==> config.mk <==
export PLATFORM = sky130hd
export DESIGN_NAME = knn_selector_flat
export DESIGN_NICKNAME = d
export VERILOG_FILES = /design/src/rtl/knn_selector_if.sv /design/src/rtl/knn_selector.sv /design/src/flat_wrapper.sv
export SDC_FILE = /design/constraint.sdc
export NUM_CORES = 1
export LEC_CHECK = 0
export CAP_MARGIN = 20
export CORE_ASPECT_RATIO = 1.5
export CORE_MARGIN = 10
export CORE_UTILIZATION = 60
export CTS_CLUSTER_DIAMETER = 80
export DETAILED_ROUTE_END_ITERATION = 16
export PLACE_DENSITY = 0.78
export SLEW_MARGIN = 15
export SYNTH_ARGS = -nofsm -noshare
export SYNTH_HDL_FRONTEND = slang
export SYNTH_SLANG_ARGS = --single-unit
==> constraint.sdc <==
create_clock -name clk -period 4.82 [get_ports clk]
set_input_delay 0.964 -clock clk [delete_from_list [all_inputs] [get_ports clk]]
set_output_delay 0.964 -clock clk [all_outputs]
set_load 0.03 [all_outputs]
==> src/rtl/knn_selector_if.sv <==
// ---------------------------------------------------------------------------
// knn_selector_if
// Groups the sample stream and result signals of the k-nearest-neighbour
// selector into one bundle.
//   start        : one-cycle pulse that begins a new classification
//   in_valid     : distance/data_type/last are valid this cycle
//   in_ready     : sample accepted when in_valid and in_ready are both high
//   distance     : unsigned distance from the upstream distance stage
//   data_type    : class label paired with distance
//   last         : marks the final training sample of the classification
//   busy         : high whenever the selector is not idle
//   result_valid : one-cycle strobe when the result is ready
//   result_type  : winning class label (held until the next result)
//   result_count : number of votes for the winner (held until the next result)
// The master modport is the upstream producer, the slave modport is the
// selector itself.
// ---------------------------------------------------------------------------
interface knn_selector_if #(
  parameter int B = 8,
  parameter int K = 3
);
  localparam int CW = $clog2(K + 1);

  logic          start;
  logic          in_valid;
  logic          in_ready;
  logic [B-1:0]  distance;
  logic [B-1:0]  data_type;
  logic          last;
  logic          busy;
  logic          result_valid;
  logic [B-1:0]  result_type;
  logic [CW-1:0] result_count;

  modport master (
    output start, in_valid, distance, data_type, last,
    input  in_ready, busy, result_valid, result_type, result_count
  );

  modport slave (
    input  start, in_valid, distance, data_type, last,
    output in_ready, busy, result_valid, result_type, result_count
  );
endinterface

==> src/rtl/knn_selector.sv <==
// ---------------------------------------------------------------------------
// knn_selector
// Keeps the K nearest (distance, type) samples of a classification in a list
// sorted by ascending distance, then runs a K-cycle majority vote over the
// list and reports the winning class and its vote count.
//   clk  : rising-edge clock
//   rst  : synchronous active-high reset, overrides every input
//   bus  : knn_selector_if slave modport (sample stream in, result out)
// Parameters: B = width of distance and class label, K = neighbours kept.
// ---------------------------------------------------------------------------
module knn_selector #(
  parameter int B = 8,
  parameter int K = 3
) (
  input logic           clk,
  input logic           rst,
  knn_selector_if.slave bus
);
  localparam int CW = $clog2(K + 1);

  typedef enum logic [1:0] {IDLE, COLLECT, VOTE, DONE} state_e;

  state_e        state_q, state_d;
  logic [B-1:0]  dist_q [K];
  logic [B-1:0]  dist_d [K];
  logic [B-1:0]  type_q [K];
  logic [B-1:0]  type_d [K];
  logic [K-1:0]  valid_q, valid_d;
  logic [CW-1:0] count_q, count_d;
  logic [CW-1:0] voteIdx_q, voteIdx_d;
  logic [B-1:0]  bestType_q, bestType_d;
  logic [CW-1:0] bestCount_q, bestCount_d;
  logic [B-1:0]  resultType_q, resultType_d;
  logic [CW-1:0] resultCount_q, resultCount_d;

  logic [CW-1:0] insPos;
  logic [B-1:0]  candType;
  logic          candValid;
  logic [CW-1:0] votes;
  logic          accept;

  assign accept = (state_q == COLLECT) && bus.in_valid;

  // Entries with distance <= the new one stay ahead of it, so equal
  // distances keep arrival order. Valid entries are always packed from
  // slot 0, so this count is also the slot index for the new sample; a
  // value of K means the sample falls off the end of the list.
  always_comb begin
    insPos = '0;
    for (int j = 0; j < K; j++) begin
      if (valid_q[j] && (dist_q[j] <= bus.distance)) begin
        insPos = insPos + CW'(1);
      end
    end
  end

  // The candidate for the current vote cycle is the slot at the vote index;
  // its vote total is how many valid slots share its label.
  always_comb begin
    candType  = '0;
    candValid = 1'b0;
    for (int i = 0; i < K; i++) begin
      if (voteIdx_q == CW'(i)) begin
        candType  = type_q[i];
        candValid = valid_q[i];
      end
    end
    votes = '0;
    for (int j = 0; j < K; j++) begin
      if (valid_q[j] && (type_q[j] == candType)) begin
        votes = votes + CW'(1);
      end
    end
  end

  // Next-state logic for the FSM, the sorted list and the vote tracker.
  always_comb begin
    state_d       = state_q;
    dist_d        = dist_q;
    type_d        = type_q;
    valid_d       = valid_q;
    count_d       = count_q;
    voteIdx_d     = voteIdx_q;
    bestType_d    = bestType_q;
    bestCount_d   = bestCount_q;
    resultType_d  = resultType_q;
    resultCount_d = resultCount_q;

    unique case (state_q)
      IDLE: begin
        if (bus.start) begin
          state_d = COLLECT;
          valid_d = '0;
          count_d = '0;
        end
      end

      COLLECT: begin
        if (accept) begin
          // Slot insPos takes the new sample and everything behind it moves
          // down one; when insPos is K neither branch fires and the sample
          // is dropped.
          if (insPos == '0) begin
            dist_d[0]  = bus.distance;
            type_d[0]  = bus.data_type;
            valid_d[0] = 1'b1;
          end
          for (int j = 1; j < K; j++) begin
            if (CW'(j) == insPos) begin
              dist_d[j]  = bus.distance;
              type_d[j]  = bus.data_type;
              valid_d[j] = 1'b1;
            end else if (CW'(j) > insPos) begin
              dist_d[j]  = dist_q[j-1];
              type_d[j]  = type_q[j-1];
              valid_d[j] = valid_q[j-1];
            end
          end
          if (count_q != CW'(K)) begin
            count_d = count_q + CW'(1);
          end
          if (bus.last) begin
            state_d     = VOTE;
            voteIdx_d   = '0;
            bestType_d  = '0;
            bestCount_d = '0;
          end
        end
      end

      VOTE: begin
        // Strict comparison: on a tie the nearer first occurrence keeps it.
        if (candValid && (votes > bestCount_q)) begin
          bestType_d  = candType;
          bestCount_d = votes;
        end
        if (voteIdx_q == CW'(K - 1)) begin
          state_d       = DONE;
          resultType_d  = bestType_d;
          resultCount_d = bestCount_d;
        end else begin
          voteIdx_d = voteIdx_q + CW'(1);
        end
      end

      DONE: begin
        state_d = IDLE;
      end

      default: begin
        state_d = IDLE;
      end
    endcase
  end

  // State register; reset clears the FSM, the list and the held result.
  always_ff @(posedge clk) begin
    if (rst) begin
      state_q       <= IDLE;
      for (int j = 0; j < K; j++) begin
        dist_q[j] <= '0;
        type_q[j] <= '0;
      end
      valid_q       <= '0;
      count_q       <= '0;
      voteIdx_q     <= '0;
      bestType_q    <= '0;
      bestCount_q   <= '0;
      resultType_q  <= '0;
      resultCount_q <= '0;
    end else begin
      state_q       <= state_d;
      dist_q        <= dist_d;
      type_q        <= type_d;
      valid_q       <= valid_d;
      count_q       <= count_d;
      voteIdx_q     <= voteIdx_d;
      bestType_q    <= bestType_d;
      bestCount_q   <= bestCount_d;
      resultType_q  <= resultType_d;
      resultCount_q <= resultCount_d;
    end
  end

  assign bus.in_ready     = (state_q == COLLECT);
  assign bus.busy         = (state_q != IDLE);
  assign bus.result_valid = (state_q == DONE);
  assign bus.result_type  = resultType_q;
  assign bus.result_count = resultCount_q;
endmodule

==> src/flat_wrapper.sv <==
// flat-port wrapper written by rule: the top's interface ports become plain ports
module knn_selector_flat 
#(
  parameter int B = 8,
  parameter int K = 3
)
  (clk, rst, bus_start, bus_in_valid, bus_distance, bus_data_type, bus_last, bus_in_ready, bus_busy, bus_result_valid, bus_result_type, bus_result_count);
  knn_selector_if #(.B(B), .K(K)) bus_i ();
  input logic clk;
  input logic rst;
  input wire logic [$bits(bus_i.start)-1:0] bus_start;
  input wire logic [$bits(bus_i.in_valid)-1:0] bus_in_valid;
  input wire logic [$bits(bus_i.distance)-1:0] bus_distance;
  input wire logic [$bits(bus_i.data_type)-1:0] bus_data_type;
  input wire logic [$bits(bus_i.last)-1:0] bus_last;
  output wire logic [$bits(bus_i.in_ready)-1:0] bus_in_ready;
  output wire logic [$bits(bus_i.busy)-1:0] bus_busy;
  output wire logic [$bits(bus_i.result_valid)-1:0] bus_result_valid;
  output wire logic [$bits(bus_i.result_type)-1:0] bus_result_type;
  output wire logic [$bits(bus_i.result_count)-1:0] bus_result_count;
  assign bus_i.start = bus_start;
  assign bus_i.in_valid = bus_in_valid;
  assign bus_i.distance = bus_distance;
  assign bus_i.data_type = bus_data_type;
  assign bus_i.last = bus_last;
  assign bus_in_ready = bus_i.in_ready;
  assign bus_busy = bus_i.busy;
  assign bus_result_valid = bus_i.result_valid;
  assign bus_result_type = bus_i.result_type;
  assign bus_result_count = bus_i.result_count;
  knn_selector #(.B(B), .K(K)) u_core (.clk(clk), .rst(rst), .bus(bus_i));
endmodule
## Word level (Yosys, flattened, before mapping)

Cells that the tools add are included.

- Bits in registers: 75
- Input bits: 21
- Output and inout port bits: 13

- Add/sub/neg operators: 5
- Order comparisons: 6
- Equal/unequal tests: 18
- Mux-type cells: 43
- Reductions and logical operators: 26

Operators with widths:

| operator | count |
|---|---|
| 8-bit two-way mux | 14 |
| 8-bit equality test | 3 |
| 8-bit less-or-equal comparator | 3 |
| 2-bit two-way mux | 12 |
| 4-bit AND reduction | 5 |
| 8-bit case mux with 2 select lines | 1 |
| 3-bit AND reduction | 4 |
| 1-bit two-way mux | 10 |
| 2-bit nonzero test | 5 |
| 1-bit logical AND | 8 |
| 2-bit case mux with 2 select lines | 2 |
| 2-bit case mux with 4 select lines | 1 |
| 2-bit by 1-bit adder with 2-bit output, second input constant | 3 |
| 2-bit equality test, second input constant | 3 |
| 2-bit zero test | 3 |
| 3-bit two-way mux | 2 |
| 2-bit by 1-bit inequality test with 1-bit output, second input constant | 3 |
| 2-bit inequality test, second input constant | 3 |
| 3-bit by 1-bit inequality test with 1-bit output, second input constant | 2 |
| 3-bit case mux with 2 select lines | 1 |
| 1-bit by 1-bit adder with 2-bit output, second input constant | 2 |
| 2-bit by 1-bit equality test with 1-bit output, second input constant | 2 |
| 1-bit by 2-bit equality test with 1-bit output, first input constant | 1 |
| 2-bit equality test, first input constant | 1 |
| other kinds (4) | 4 |

## Logic depth before layout (Yosys ltp)

Gate-level depths: netlist (run 1).

- Depth in word-level cells: 15
- Mapped depth: 22
- Depth with buffers taken out: 21

## Worst setup path after synthesis (run 1)

No wires, ideal clock.

- Path type: register to register
- Start point: register u_core.voteIdx_q[1]
- End point: register u_core.bestCount_q[0]
- Data arrival time: 4.052 ns
- Required time: 4.746 ns
- Slack: 0.693 ns
- Cell stages (with the launch flop): 22
- Buffers on the path: 3
- Period minus slack after synthesis: 4.127 ns
- Path through: dfxtp_1 > inv_1 > ha_1 > buf_2 > clkbuf_1 > a21oi_1 > o21ai_0 > xnor2_1 > nand3_1 > or3_1 > ha_1 > nor3_1 > mux2i_1 > and3_1 > inv_1 > ha_1 > nand2_1 > o2111a_1 > nor2b_1 > clkbuf_1 > a32oi_1 > a31oi_1

- Longest elaborated chain between the ends: 15
- Elaborated cells between the ends (all ways): 24
- Classes of those cells: 2 x add/sub; 1 x order compare; 5 x eq/ne; 11 x mux; 5 x reduce/logical

Ends and longest elaborated chain:

| item | line | RTL |
|---|---|---|
| from (decl) | knn_selector.sv:30 | `logic [CW-1:0] voteIdx_q, voteIdx_d;` |
| from (signal assigned) | knn_selector.sv:177 | `voteIdx_q <= voteIdx_d;` |
| 2-bit zero test | knn_selector.sv:63 | `if (voteIdx_q == CW'(i)) begin` |
| 8-bit two-way mux (3 in series) | knn_selector.sv:63 |  |
| 8-bit equality test | knn_selector.sv:70 | `if (valid_q[j] && (type_q[j] == candType)) begin` |
| 1-bit logical AND | knn_selector.sv:70 |  |
| 1-bit two-way mux | knn_selector.sv:70 |  |
| 1-bit by 1-bit adder with 2-bit output | knn_selector.sv:71 | `votes = votes + CW'(1);` |
| 2-bit two-way mux | knn_selector.sv:70 |  |
| 2-bit by 1-bit adder with 2-bit output | knn_selector.sv:71 |  |
| 2-bit two-way mux | knn_selector.sv:70 |  |
| 2-bit > comparator | knn_selector.sv:133 | `if (candValid && (votes > bestCount_q)) begin` |
| 1-bit logical AND | knn_selector.sv:133 |  |
| 2-bit two-way mux * | knn_selector.sv:133 |  |
| 2-bit case mux with 2 select lines * | knn_selector.sv:89 | `unique case (state_q)` |
| to (signal assigned) | knn_selector.sv:179 | `bestCount_q <= bestCount_d;` |
| to (decl) | knn_selector.sv:32 | `logic [CW-1:0] bestCount_q, bestCount_d;` |

Every way passes the cells marked *; elsewhere a longest branch is shown, timed or not.
A chain may end at the register's enable or synchronous reset.

## Worst setup path after layout (run 1)

- Start point: register u_core.voteIdx_q[0]
- End point: register u_core.bestCount_q[0]

Same word-level chain as after synthesis.

==> results.json, run 1 <==
{
  "final_antenna_net_count": 0,
  "fin_crit_sh": 0.898,
  "drive_gt1_frac": 0.0675,
  "p_leak_nw": 2.23,
  "vdd_drop_max_v": 0.000367,
  "areaGrowthSynthToFinish_pct": 14.4,
  "drc": 0,
  "p_seq_frac": 0.291,
  "final.setup.tns_ns": 0,
  "synth_common_cells": "dfxtp_1 (75), nor2_1 (57), nand2b_1 (53)",
  "via_per_inst": 6.24,
  "ys_top_cells_by_area": "dfxtp_1 (29%), ha_1 (9.0%), nand2b_1 (6.4%), mux2i_1 (5.2%), nor2_1 (4.1%)",
  "p_switching_w": 0.00128,
  "firstDrtPassIters": 5,
  "post_cts_resized": 0,
  "worstSetupPathType": "reg -> reg",
  "globalplace.congestion": 0.857,
  "cpMaxStageDelayCell": "ha_1",
  "setup_viol": 0,
  "fin_nets": 720,
  "post-dp-hpwl_mm": 9.61,
  "grt_use_total": 0.219,
  "synth_cell_types": 58,
  "fin_util": 0.703,
  "dieWidth_um": 95.8,
  "synth_area_sq_um": 5170,
  "ys_async_sr_fraction": 0,
  "syn_nets": 697,
  "yosys_warnings": 0,
  "postCtsSetupBuffers": 0,
  "skew_ns": 0.0105,
  "cp-start-kind": "flop",
  "clockPowerShare": 0.236,
  "synth-edff-count": 0,
  "tritoncts": "built",
  "crit_top_cell": "ha_1",
  "fin_crit_ns": 4.33,
  "synth_top_area_frac": 0.290,
  "grt_max_degree": 63,
  "rsz0062_at_grt": "no",
  "wirelength_mm": 13.7,
  "synth-seq-area-share": 0.290,
  "cpPeakStageDelay_ns": 0.45,
  "path_cells": "inv_1 > ha_1 > nand3b_1 > and2_1 > a21oi_1 > xnor2_1 > nand3_1 > or3_1 > ha_1 > nor3_1 > mux2i_1 > and3_1 > inv_1 > ha_1 > nand2_1 > o2111a_1 > nor2b_1 > nor3b_1 > mux2i_1 > a31oi_1",
  "port_buffers": 33,
  "htree_levels": 3,
  "drv_slew": 0,
  "n_antenna_cell": 0,
  "antenna_found_initial": 0,
  "hold_viol_final": 0,
  "syn_area_per_cell_sq_um": 8.09,
  "cts_buffer_depth": 2,
  "ys_ff_latch": 75,
  "fmax_ghz": 0.231,
  "grt_pass1_wl_mm": 22.6,
  "grt_pass1_vias": 4821,
  "cts_buffers": 9,
  "die_area_sq_um": 12800,
  "start_util": 0.615,
  "fin_area_sq_um": 5920,
  "gr-total-overflow": 0,
  "ys.flop_type": "dfxtp_1",
  "clock-root-buffer": "clkbuf_16",
  "rows": 41,
  "swShare": 0.426,
  "intPower_w": 0.00172,
  "synth_top_cell_by_area": "dfxtp_1",
  "p_per_area_nw_per_um2": 508,
  "clock_latency_ns": 0.35,
  "core_sq_um": 8410,
  "combinationalPowerShare": 0.473,
  "netlist_instances": 639,
  "cts_hold_buffers": 0,
  "worstPathRequired_ns": 5.09,
  "outcome": "finished clean",
  "max-cap-violations": 0,
  "relSlewSlack": 0.353,
  "tightest_slew_ns": 0.971,
  "ff_latch_area_sq_um": 1500,
  "crit_fanout": 12,
  "io_pins": 34,
  "placed_cell_area_sq_um": 5600,
  "path_clk_slew_ns": 0.06,
  "drt-initial-drc-count": 429,
  "hold_path_class": "reg -> reg",
  "arrival_ns": 4.60,
  "crit_path_end_kind": "flop",
  "die_h_um": 134,
  "vias": 4826,
  "fillers": 685,
  "drt-wirelength-per-cell_um": 17.7,
  "yosys.cell_count.top_type": "dfxtp_1",
  "clock_sinks": 75,
  "multiInputGateArea_sq_um": 3300
}
[kinds of logic (layout without fill, tap and decap cells)]
| group | count (synthesis) | count (layout) | share of synthesized area |
|---|---|---|---|
| adder cells (fa/ha/maj) | 37 | 37 | 0.0895 |
| AO/OA/AOI/OAI | 169 | 169 | 0.235 |
| AND/OR/NAND/NOR | 216 | 216 | 0.216 |
| flip-flops | 75 | 75 | 0.290 |
| multiplexers | 29 | 29 | 0.0566 |
| buffers and inverters | 90 | 118 | 0.0731 |
| XOR/XNOR | 23 | 23 | 0.0390 |
[registers in the layout, indices dropped and copies added (netlist names)]
signal and flops:
u_core.dist_q 24, u_core.type_q 24, u_core.bestType_q 8, u_core.bus.result_type 8, u_core.valid_q 3, u_core.bestCount_q 2
u_core.bus.result_count 2, u_core.state_q 2, u_core.voteIdx_q 2
[layer usage]
layer | up-vias | track usage | routed length (um)
met1 | 2305 | 0.230 | 5250
met3 | 48 | 0.0422 | 665
li1 | 2330 | - | -
met5 | - | 0 | 0
met4 | 0 | 0.124 | 573
met2 | 143 | 0.386 | 7230
[path summary, 6_finish.rpt]
path / end / cells after the start / slack, ns / from
min: u_core.bestType_q[7] / 2 / 0.50 / u_core.bestType_q[7]
min reg2reg: u_core.bestType_q[7] / 2 / 0.50 / u_core.bestType_q[7]
max: u_core.bestCount_q[0] / 20 / 0.49 / u_core.voteIdx_q[0]
max reg2reg: u_core.bestCount_q[0] / 20 / 0.49 / u_core.voteIdx_q[0]
[area by class of cell]
| cell class | count | area share |
|---|---|---|
| clock buffers | 11 | 0.0427 |
| clock inverters | 5 | 0.0104 |
| inverters | 52 | 0.0330 |
| multi-input cells | 474 | 0.558 |
| flip-flops and latches | 75 | 0.254 |
| well taps | 107 | 0.0226 |
| repair buffers | 50 | 0.0793 |
[stage by stage]
stage / std cells / setup WS [ns] / hold slack, ns / total power, W
floorplan: 639 / 0.693 / 0.457 / 0.00186
global placement: 757 / 0.317 / 0.470 / 0.00221
detailed placement: 758 / 0.320 / 0.482 / 0.00227
CTS: 774 / 0.310 / 0.499 / 0.00299
global route: 774 / 0.0306 / 0.524 / 0.00319
finish: 774 / 0.491 / 0.496 / 0.00300
[worst max-delay path, delay by kind of cell, from the launching register on]
| kind | cells | cell delay, ns |
|---|---|---|
| adders and majority gates | 3 | 0.90 |
| buffers and inverters | 2 | 0.16 |
| muxes | 2 | 0.19 |
| and+or+nand+nor | 9 | 1.74 |
| AOI/OAI and AO/OA | 3 | 0.74 |
| xor gates and xnor gates | 1 | 0.17 |
| DFF | 1 | 0.35 |
[power groups by stage]
stage | logic, W | clock network [W] | registers, W
CTS | 0.00140 | 0.000717 | 0.000867
floorplan | 0.00103 | 0 | 0.000833
finish | 0.00142 | 0.000710 | 0.000874
global route | 0.00155 | 0.000747 | 0.000884
global placement | 0.00134 | 0 | 0.000874
detailed placement | 0.00139 | 0 | 0.000880
[layout by cell type, fill, tap and decap left out, types with 6 or more instances in the layout]
master / Yosys / final
nand2b_1: 53 / 53
ha_1: 37 / 35
clkdlybuf4s50_1: 0 / 32
clkbuf_16: 0 / 9
xor2_1: 6 / 6
buf_4: 2 / 15
o21a_1: 16 / 16
inv_1: 52 / 52
and2_1: 17 / 17
mux2i_1: 27 / 27
o21ai_0: 25 / 22
a311oi_1: 16 / 16
a22oi_1: 10 / 10
nor2_1: 57 / 57
xnor2_1: 17 / 17
dfxtp_1: 75 / 75
nor3_1: 21 / 21
a21oi_1: 35 / 35
a211oi_1: 10 / 10
nand2_1: 31 / 31
a222oi_1: 16 / 16
nand3_1: 11 / 11
Note: power is estimated with default switching activity, not from simulation.
==> run 2: changes to the inputs <==
- CORE_UTILIZATION: 60 -> 40
- PLACE_DENSITY: 0.78 -> 0.55
- SETUP_SLACK_MARGIN: not set -> 0.1
==> run 2 against run 1 <==
Combinational power about the same. Core utilization shrank 23 points. Clock skew decreased by 0.0058 ns. Total power rose by 0.17%. Sequential cell count unchanged.
==> results.json, run 2 (same netlist as run 1, synthesis figures left out) <==
{
  "grt_pass1_wl_mm": 23.4,
  "crit_fanout": 22,
  "htree_levels": 3,
  "reg2regPathDepth": 22,
  "io_pins": 34,
  "final.setup.tns_ns": 0,
  "p_leak_nw": 2.23,
  "fmax_ghz": 0.228,
  "max-cap-violations": 0,
  "cts_buffer_depth": 2,
  "setup_viol": 0,
  "outcome": "finished clean",
  "core_sq_um": 12600,
  "reg_top3": "u_core.dist_q: 24 flops, u_core.type_q: 24 flops",
  "wirelength_mm": 14.2,
  "vdd_drop_max_v": 0.000194,
  "swShare": 0.420,
  "clockPowerShare": 0.231,
  "cts_buffers": 9,
  "drv_slew": 0,
  "areaGrowthSynthToFinish_pct": 15.9,
  "die_area_sq_um": 18000,
  "intPower_w": 0.00175,
  "start_util": 0.411,
  "worstPathRequired_ns": 5.01,
  "dp_slack_ns": 0.205,
  "fin_nets": 721,
  "path_clk_slew_ns": 0.06,
  "regToRegStartpoint": "u_core.voteIdx_q[1]",
  "rows": 50,
  "drt-initial-drc-count": 280,
  "fillers": 1229,
  "dieWidth_um": 113,
  "arrival_ns": 4.57,
  "antenna_found_initial": 0,
  "grt_use_total": 0.157,
  "final_antenna_net_count": 0,
  "worstSetupPathType": "reg -> reg",
  "multiInputGateArea_sq_um": 3310,
  "relSlewSlack": 0.554,
  "skew_ns": 0.00474,
  "via_per_inst": 5.66,
  "n_antenna_cell": 0,
  "grt_pass1_vias": 4621,
  "grt_max_degree": 73,
  "gr-total-overflow": 0,
  "rsz0062_at_grt": "no",
  "min_from": "u_core.bus.result_type[2]",
  "drive_gt1_frac": 0.0689,
  "p_seq_frac": 0.290,
  "globalplace.congestion": 0.816,
  "clock-root-buffer": "clkbuf_16",
  "min_path_cells": 2,
  "post-dp-hpwl_mm": 10.2,
  "clock_sinks": 75,
  "firstDrtPassIters": 8,
  "hold_path_class": "reg -> reg",
  "r2r_slack_ns": 0.44,
  "cp-start-kind": "flop",
  "p_switching_w": 0.00126,
  "die_h_um": 159,
  "p_per_area_nw_per_um2": 502,
  "port_buffers": 33,
  "ff_latch_area_sq_um": 1500,
  "drc": 0,
  "crit_path_end_kind": "flop",
  "hold_viol_final": 0,
  "tightest_slew_ns": 0.669,
  "fin_crit_ns": 4.38,
  "clock_latency_ns": 0.33,
  "combinationalPowerShare": 0.479,
  "final_common_cell": "dfxtp_1",
  "tritoncts": "built",
  "setup_slack_ns": 0.443,
  "vias": 4664,
  "fin_crit_sh": 0.908,
  "most-common-layout-cells": "dfxtp_1 (75), nor2_1 (57), nand2b_1 (53)",
  "drt-wirelength-per-cell_um": 17.3,
  "cp-startpoint": "u_core.voteIdx_q[1]"
}
==> run 2: cell count changes in the layout (fill, tap and decap cells not counted), sizes merged <==
cell    before  now
buf         18   19
clkbuf      11   12
clkinv       4    3
==> run 2: area by class of cell <==
class | count | area share
timing repair buffer | 51 | 0.0810
clock buffer | 12 | 0.0428
sequential | 75 | 0.250
multi-input combinational | 474 | 0.553
clock inverter | 4 | 0.00814
tap | 156 | 0.0326
inverter | 52 | 0.0326
==> run 2: worst paths after layout <==
kind / endpoint
setup / recovery: u_core.bestCount_q[0]
hold / removal: u_core.bus.result_type[2]
setup reg to reg: u_core.bestCount_q[0]
hold reg to reg: u_core.bus.result_type[2]
==> run 2: repair_timing <==
action | 4_1_cts | 5_1_grt
setup buffers | 0 | 0
hold buffers | 0 | 0
gates resized for setup | 0 | 5
endpoints found under the setup margin | 0 | 20
==> run 2: metal layers <==
metal / vias up / share of wire / global-route usage
met2: 87 / 0.53 / 0.285
met5: - / 0 / 0
li1: 2331 / - / -
met1: 2225 / 0.40 / 0.168
met4: 0 / 0.029 / 0.0689
met3: 21 / 0.033 / 0.0328
==> run 2: power groups by stage <==
stage	registers, W	logic [W]	clock network [W]
after floorplan	0.000833	0.00103	0
after global placement	0.000878	0.00141	0
after detailed placement	0.000883	0.00144	0
after CTS	0.000870	0.00145	0.000715
after global routing	0.000886	0.00160	0.000740
final	0.000871	0.00144	0.000696
==> run 2: metrics by stage <==
stage                util  cells  total power (W)  cell area [sq um]  hold slack [ns]
global placement    0.452    808          0.00229               5680            0.473
floorplan               -    639          0.00186               5170            0.457
global route        0.477    824          0.00323               6000            0.517
detailed placement  0.452    808          0.00232               5680            0.487
finish              0.477    824          0.00301               6000            0.498
CTS                 0.476    824          0.00303               5990            0.504
==> run 2: worst max-delay path, stage by stage (launching register included) <==
cell and delay (ns):
dfxtp_1 0.35, inv_1 0.08, ha_2 0.30, nand3b_1 0.23, nand2_1 0.12, nor2_1 0.05
a21oi_1 0.38, xnor2_1 0.17, nand4_1 0.18, or3_1 0.36, ha_1 0.21, nor3_1 0.18
mux2i_1 0.08, and3_1 0.22, inv_1 0.06, ha_1 0.23, a21o_1 0.16, o2111a_1 0.16
nor2b_1 0.13, buf_4 0.18, and3b_1 0.17, mux2i_1 0.12, a31oi_1 0.09
==> run 3: changes to the inputs <==
- SLEW_MARGIN: 15 -> not set
==> results of run 3 <==
Final layout, timing and power as in run 2 (identical DEF).
==> variant 1, RTL diff (settings of run 1) <==
`B` is set to 8 in 3 places; all go to 12.
--- a/src/rtl/knn_selector_if.sv
+++ b/src/rtl/knn_selector_if.sv
@@ -18,3 +18,3 @@
 interface knn_selector_if #(
-  parameter int B = 8,
+  parameter int B = 12,
   parameter int K = 3
--- a/src/rtl/knn_selector.sv
+++ b/src/rtl/knn_selector.sv
@@ -11,3 +11,3 @@
 module knn_selector #(
-  parameter int B = 8,
+  parameter int B = 12,
   parameter int K = 3
--- a/src/flat_wrapper.sv
+++ b/src/flat_wrapper.sv
@@ -3,3 +3,3 @@
 #(
-  parameter int B = 8,
+  parameter int B = 12,
   parameter int K = 3
Interface: changed (resized bus_data_type, bus_distance and bus_result_type); port bits go from 34 to 46. The function was not compared with the original's and may differ.
==> variant 1 against run 1 <==
- routed wire length increased by 71%
- via count increased by 56%
- non-clock buffer count increased by 43
- clock skew increased by 0.0012 ns
- total power increased by 33%
- synthesized area increased by 44%
- cell area increased by 43%
- clock power increased by 12%
- core utilization decreased by 0.057 points
- setup slack got worse by 0.32 ns
- critical path depth decreased by 2
- sequential cell count increased by 32
- largest power group unchanged
- highest routed layer unchanged
==> variant 1: results (changes against run 1) <==
status:
  outcome: "finished clean"  # unchanged
setup_path:
  reg2regPathDepth: 17  # was 20
  slowest_stage: "clkdlybuf4s50_1"  # was ha_1
  crit_end: "u_core.dist_q[21]$_SDFFE_PP0P_"  # was u_core.bestCount_q[0]$_SDFFE_PP0P_
  cp_data_arrival_time_ns: 4.86  # was 4.60 ns
grt:
  grt_max_degree: 67  # was 63
  met3_usage_pct: 4.52  # was 4.22%
  use_met2_pct: 48.3  # was 38.6%
  grtUsageMet1_pct: 26.5  # was 23.0%
  grt_pass1_vias: 7447  # was 4,821
  grt_pass1_wl_mm: 38.1  # was 22.6 mm
layout:
  nets: 1002  # was 720
  clk_share_pct: 3.75  # was 5.31%
  multi_input_cells: 675  # was 474
  n_fill_cell: 982  # was 685
power_and_ir_drop:
  power_leakage_nw: 3.41  # was 2.23 nW
  clkPwrFrac_pct: 20.0  # was 23.6%
  p_comb_mw: 1.95  # was 1.42 mW
  power_switching_mw: 1.72  # was 1.28 mW
synth:
  synth_fa_ha_area_share_pct: 8.24  # was 8.95%
  synth-compound-area-share_pct: 28.9  # was 23.5%
  synth_area_leaders: "dfxtp_1 (29%), ha_1 (8.2%), a211oi_1 (5.9%), a21oi_1 (5.2%), mux2i_1 (5.1%)"  # was dfxtp_1 (29%), ha_1 (9.0%), nand2b_1 (6.4%), mux2i_1 (5.2%), nor2_1 (4.1%)
  synth.ff_latch_count: 107  # was 75
  synthTopCellsByCount: "dfxtp_1 (107), a21oi_1 (77), nor2_1 (63)"  # was dfxtp_1 (75), nor2_1 (57), nand2b_1 (53)
placement:
  io_buffers: 45  # was 33
drt:
  wl_met3_mm: 1.15  # was 665 um
  m1WireLength_mm: 8.60  # was 5.25 mm
clocking:
  clk_pin_slew_ns: 0.08  # was 0.06 ns
[variant 1: cell count changes in the layout (fill, tap and decap cells not counted), sizes merged, moves of 24 or more]
cell | before | now
a21oi | 36 | 78
nand3 | 11 | 41
dfxtp | 75 | 107
a31oi | 1 | 27
a211oi | 10 | 63
or4 | 0 | 24
nand2b | 53 | 3
o21ai | 26 | 62
buf | 18 | 49
[variant 1: stage by stage]
stage | TNS (ns) | worst slack [ns] | cell area (um2) | cells
finish | 0 | 0.176 | 8490 | 1082
global route | 0 | 0.0122 | 8490 | 1082
CTS | 0 | 0.112 | 8420 | 1080
detailed placement | -3.93 | -0.204 | 8110 | 1064
global placement | -0.118 | -0.0253 | 8110 | 1064
floorplan | 0 | 0.532 | 7440 | 899
[variant 1: critical path: cells and delay by family]
kind	cells	cell delay [ns]
fa+ha+maj	2	0.68
simple gates	7	1.16
compound gates	4	0.70
buf+inv	4	1.07
mux	1	0.28
==> variant 2, RTL diff (settings of run 1) <==
Without the edit above. Re-encode `state_e` (4 states) as one-hot, 4 bits wide.
--- a/src/rtl/knn_selector.sv
+++ b/src/rtl/knn_selector.sv
@@ -20,3 +20,3 @@
 
-  typedef enum logic [1:0] {IDLE, COLLECT, VOTE, DONE} state_e;
+  typedef enum logic [3:0] {IDLE = 4'b0001, COLLECT = 4'b0010, VOTE = 4'b0100, DONE = 4'b1000} state_e;
 
Formal check against the unedited RTL: no difference found for any inputs over 4 cycles, from zero or initial values and one cycle with rst high; so few cycles prove little.
==> variant 2 against run 1 <==
- die area fell by 6.5%
- clock skew fell by 0.0067 ns
- non-clock buffer count fell by 2
- synthesized area fell by 7.9%
- routed wire length fell by 8.9%
- sequential cell count rose by 2
- first-iteration DRC count fell by 35%
- cell area fell by 7.2%
- global-route usage fell by 0.94 points
- setup slack got worse by 0.26 ns
- count of clock-buffer cells in the layout fell by 2
- highest routed layer unchanged
Power is not compared: it rests on default switching activity, and its combinational part moved more than twofold at a synthesized area within 25%.
==> variant 2: results (changes against run 1) <==
synth:
  yosysSeqAreaShare_pct: 32.4  # was 29.0%
  avgSynthCellArea_um2: 8.37  # was 8.09 um2
  synth_area_leaders: "dfxtp_1 (32%), ha_1 (8.7%), o22ai_1 (8.0%), mux2i_1 (6.5%), nand2_1 (4.9%)"  # was dfxtp_1 (29%), ha_1 (9.0%), nand2b_1 (6.4%), mux2i_1 (5.2%), nor2_1 (4.1%)
  synthArstFlopShare_pct: 0  # unchanged
  synthTopCellsByCount: "dfxtp_1 (77), nand2_1 (62), o22ai_1 (61)"  # was dfxtp_1 (75), nor2_1 (57), nand2b_1 (53)
  ys_types: 65  # was 58
drt:
  via_per_inst: 6.28  # was 6.24
  drtIter0Drc: 278  # was 429
  wire_per_inst_um: 17.9  # was 17.7 um
  num_vias: 4397  # was 4,826
power_and_ir_drop:
  powerClk_uw: 733
  power_leakage_nw: 2.04
grt:
  grt_max_degree: 47  # was 63
  track_usage_pct: 20.9  # was 21.9%
  grt_pass1_wl_mm: 20.6  # was 22.6 mm
layout:
  antenna_cells: 0  # unchanged
  nets: 647  # was 720
  n_fill_cell: 644  # was 685
  drive_gt1_share_pct: 9.20  # was 6.75%
setup_path:
  cp_data_arrival_time_ns: 4.82  # was 4.60 ns
  path_max_fanout: 13  # was 12
  r2r_slack_ns: 0.23  # was 0.49 ns
worst_hold_path:
  min_path_type: "flop to flop"  # unchanged
placement:
  place_area_um2: 5140  # was 5600 um2
  gp_routability_congestion: 0.913  # was 0.857
  dp.final_hpwl_mm: 9.00  # was 9.61 mm
  dp.cells: 684  # was 758
clocking:
  clk_pin_slew_ns: 0.06  # about the same
  cts_resized: 1  # was 0
status:
  outcome: "finished clean"  # unchanged
timing:
  finClkSkew_ns: 0.00383  # was 0.0105 ns
  worst_pin_slew_ns: 0.691  # was 0.971 ns
-- variant 2: cell types whose count changed in the layout (fill, tap and decap cells not counted), moves of 9 or more --
| cell | change |
|---|---|
| inv_1 | -25 |
| a311oi_1 | -15 |
| nand2_1 | +31 |
| and2_1 | -13 |
| o21a_1 | -14 |
| o22ai_1 | +57 |
| a222oi_1 | -16 |
| a21oi_1 | -21 |
| nand2b_1 | -47 |
| nor3_1 | -16 |
| o21ai_0 | -9 |
-- variant 2: final cells by class --
class / count / area share [%]
sequential: 77 / 28.1
timing repair buffer: 48 / 8.07
clock buffer: 9 / 4.10
inverter: 28 / 1.94
multi-input combinational: 429 / 53.7
tap: 102 / 2.32
clock inverter: 7 / 1.75
-- variant 2: final timing paths --
kind	startpoint	end	cells past startpoint
worst max-delay path	u_core.voteIdx_q[0]$_SDFFE_PP0P_	u_core.bestCount_q[0]$_SDFFE_PP0P_	20
worst min-delay path	u_core.bus.result_count[0]$_SDFFE_PP0P_	u_core.bus.result_count[0]$_SDFFE_PP0P_	2
worst max register to register	u_core.voteIdx_q[0]$_SDFFE_PP0P_	u_core.bestCount_q[0]$_SDFFE_PP0P_	20
worst min register to register	u_core.bus.result_count[0]$_SDFFE_PP0P_	u_core.bus.result_count[0]$_SDFFE_PP0P_	2
-- variant 2: through the flow --
| step | TNS, ns | hold slack, ns | utilization [%] | worst slack (ns) |
|---|---|---|---|---|
| after floorplan | 0 | 0.437 | - | 0.787 |
| after global placement | 0 | 0.446 | 67.1 | 0.134 |
| after detailed placement | -0.528 | 0.467 | 67.1 | -0.0828 |
| after CTS | 0 | 0.481 | 71.3 | 0.0580 |
| after global routing | 0 | 0.500 | 71.7 | 0.0256 |
| final | 0 | 0.478 | 71.7 | 0.229 |
-- variant 2: worst max-delay path, stage by stage, from the launching register on --
cell,delay [ns]
dfxtp_1,0.35
inv_1,0.11
ha_1,0.48
mux2_2,0.45
xor2_1,0.16
nor4_1,0.29
nand3_1,0.12
or2_1,0.23
ha_1,0.21
and4b_1,0.33
nor3_1,0.09
inv_1,0.08
ha_1,0.23
nor2b_1,0.13
o21ai_0,0.22
o21ba_4,0.27
and2_1,0.22
buf_4,0.18
nand3_1,0.09
mux2i_1,0.07
a31o_1,0.19
-- variant 2: cell families (layout without fill, tap and decap cells) --
kind of cell	Yosys count	count (layout)	synth area share (%)
buf+inv	63	92	6.30
mux	35	35	7.46
compound gates	159	159	22.8
flops	77	77	32.4
fa+ha+maj	33	33	8.67
xor+xnor	25	25	4.75
simple gates	177	177	17.7
-- variant 2: per-layer routing --
metal,routed length [um],part of all wire (%),track usage [%]
met4,479,3.8,12.1
met3,525,4.2,4.22
met5,0,0,0
met1,4730,38,20.7
met2,6760,54,39.2
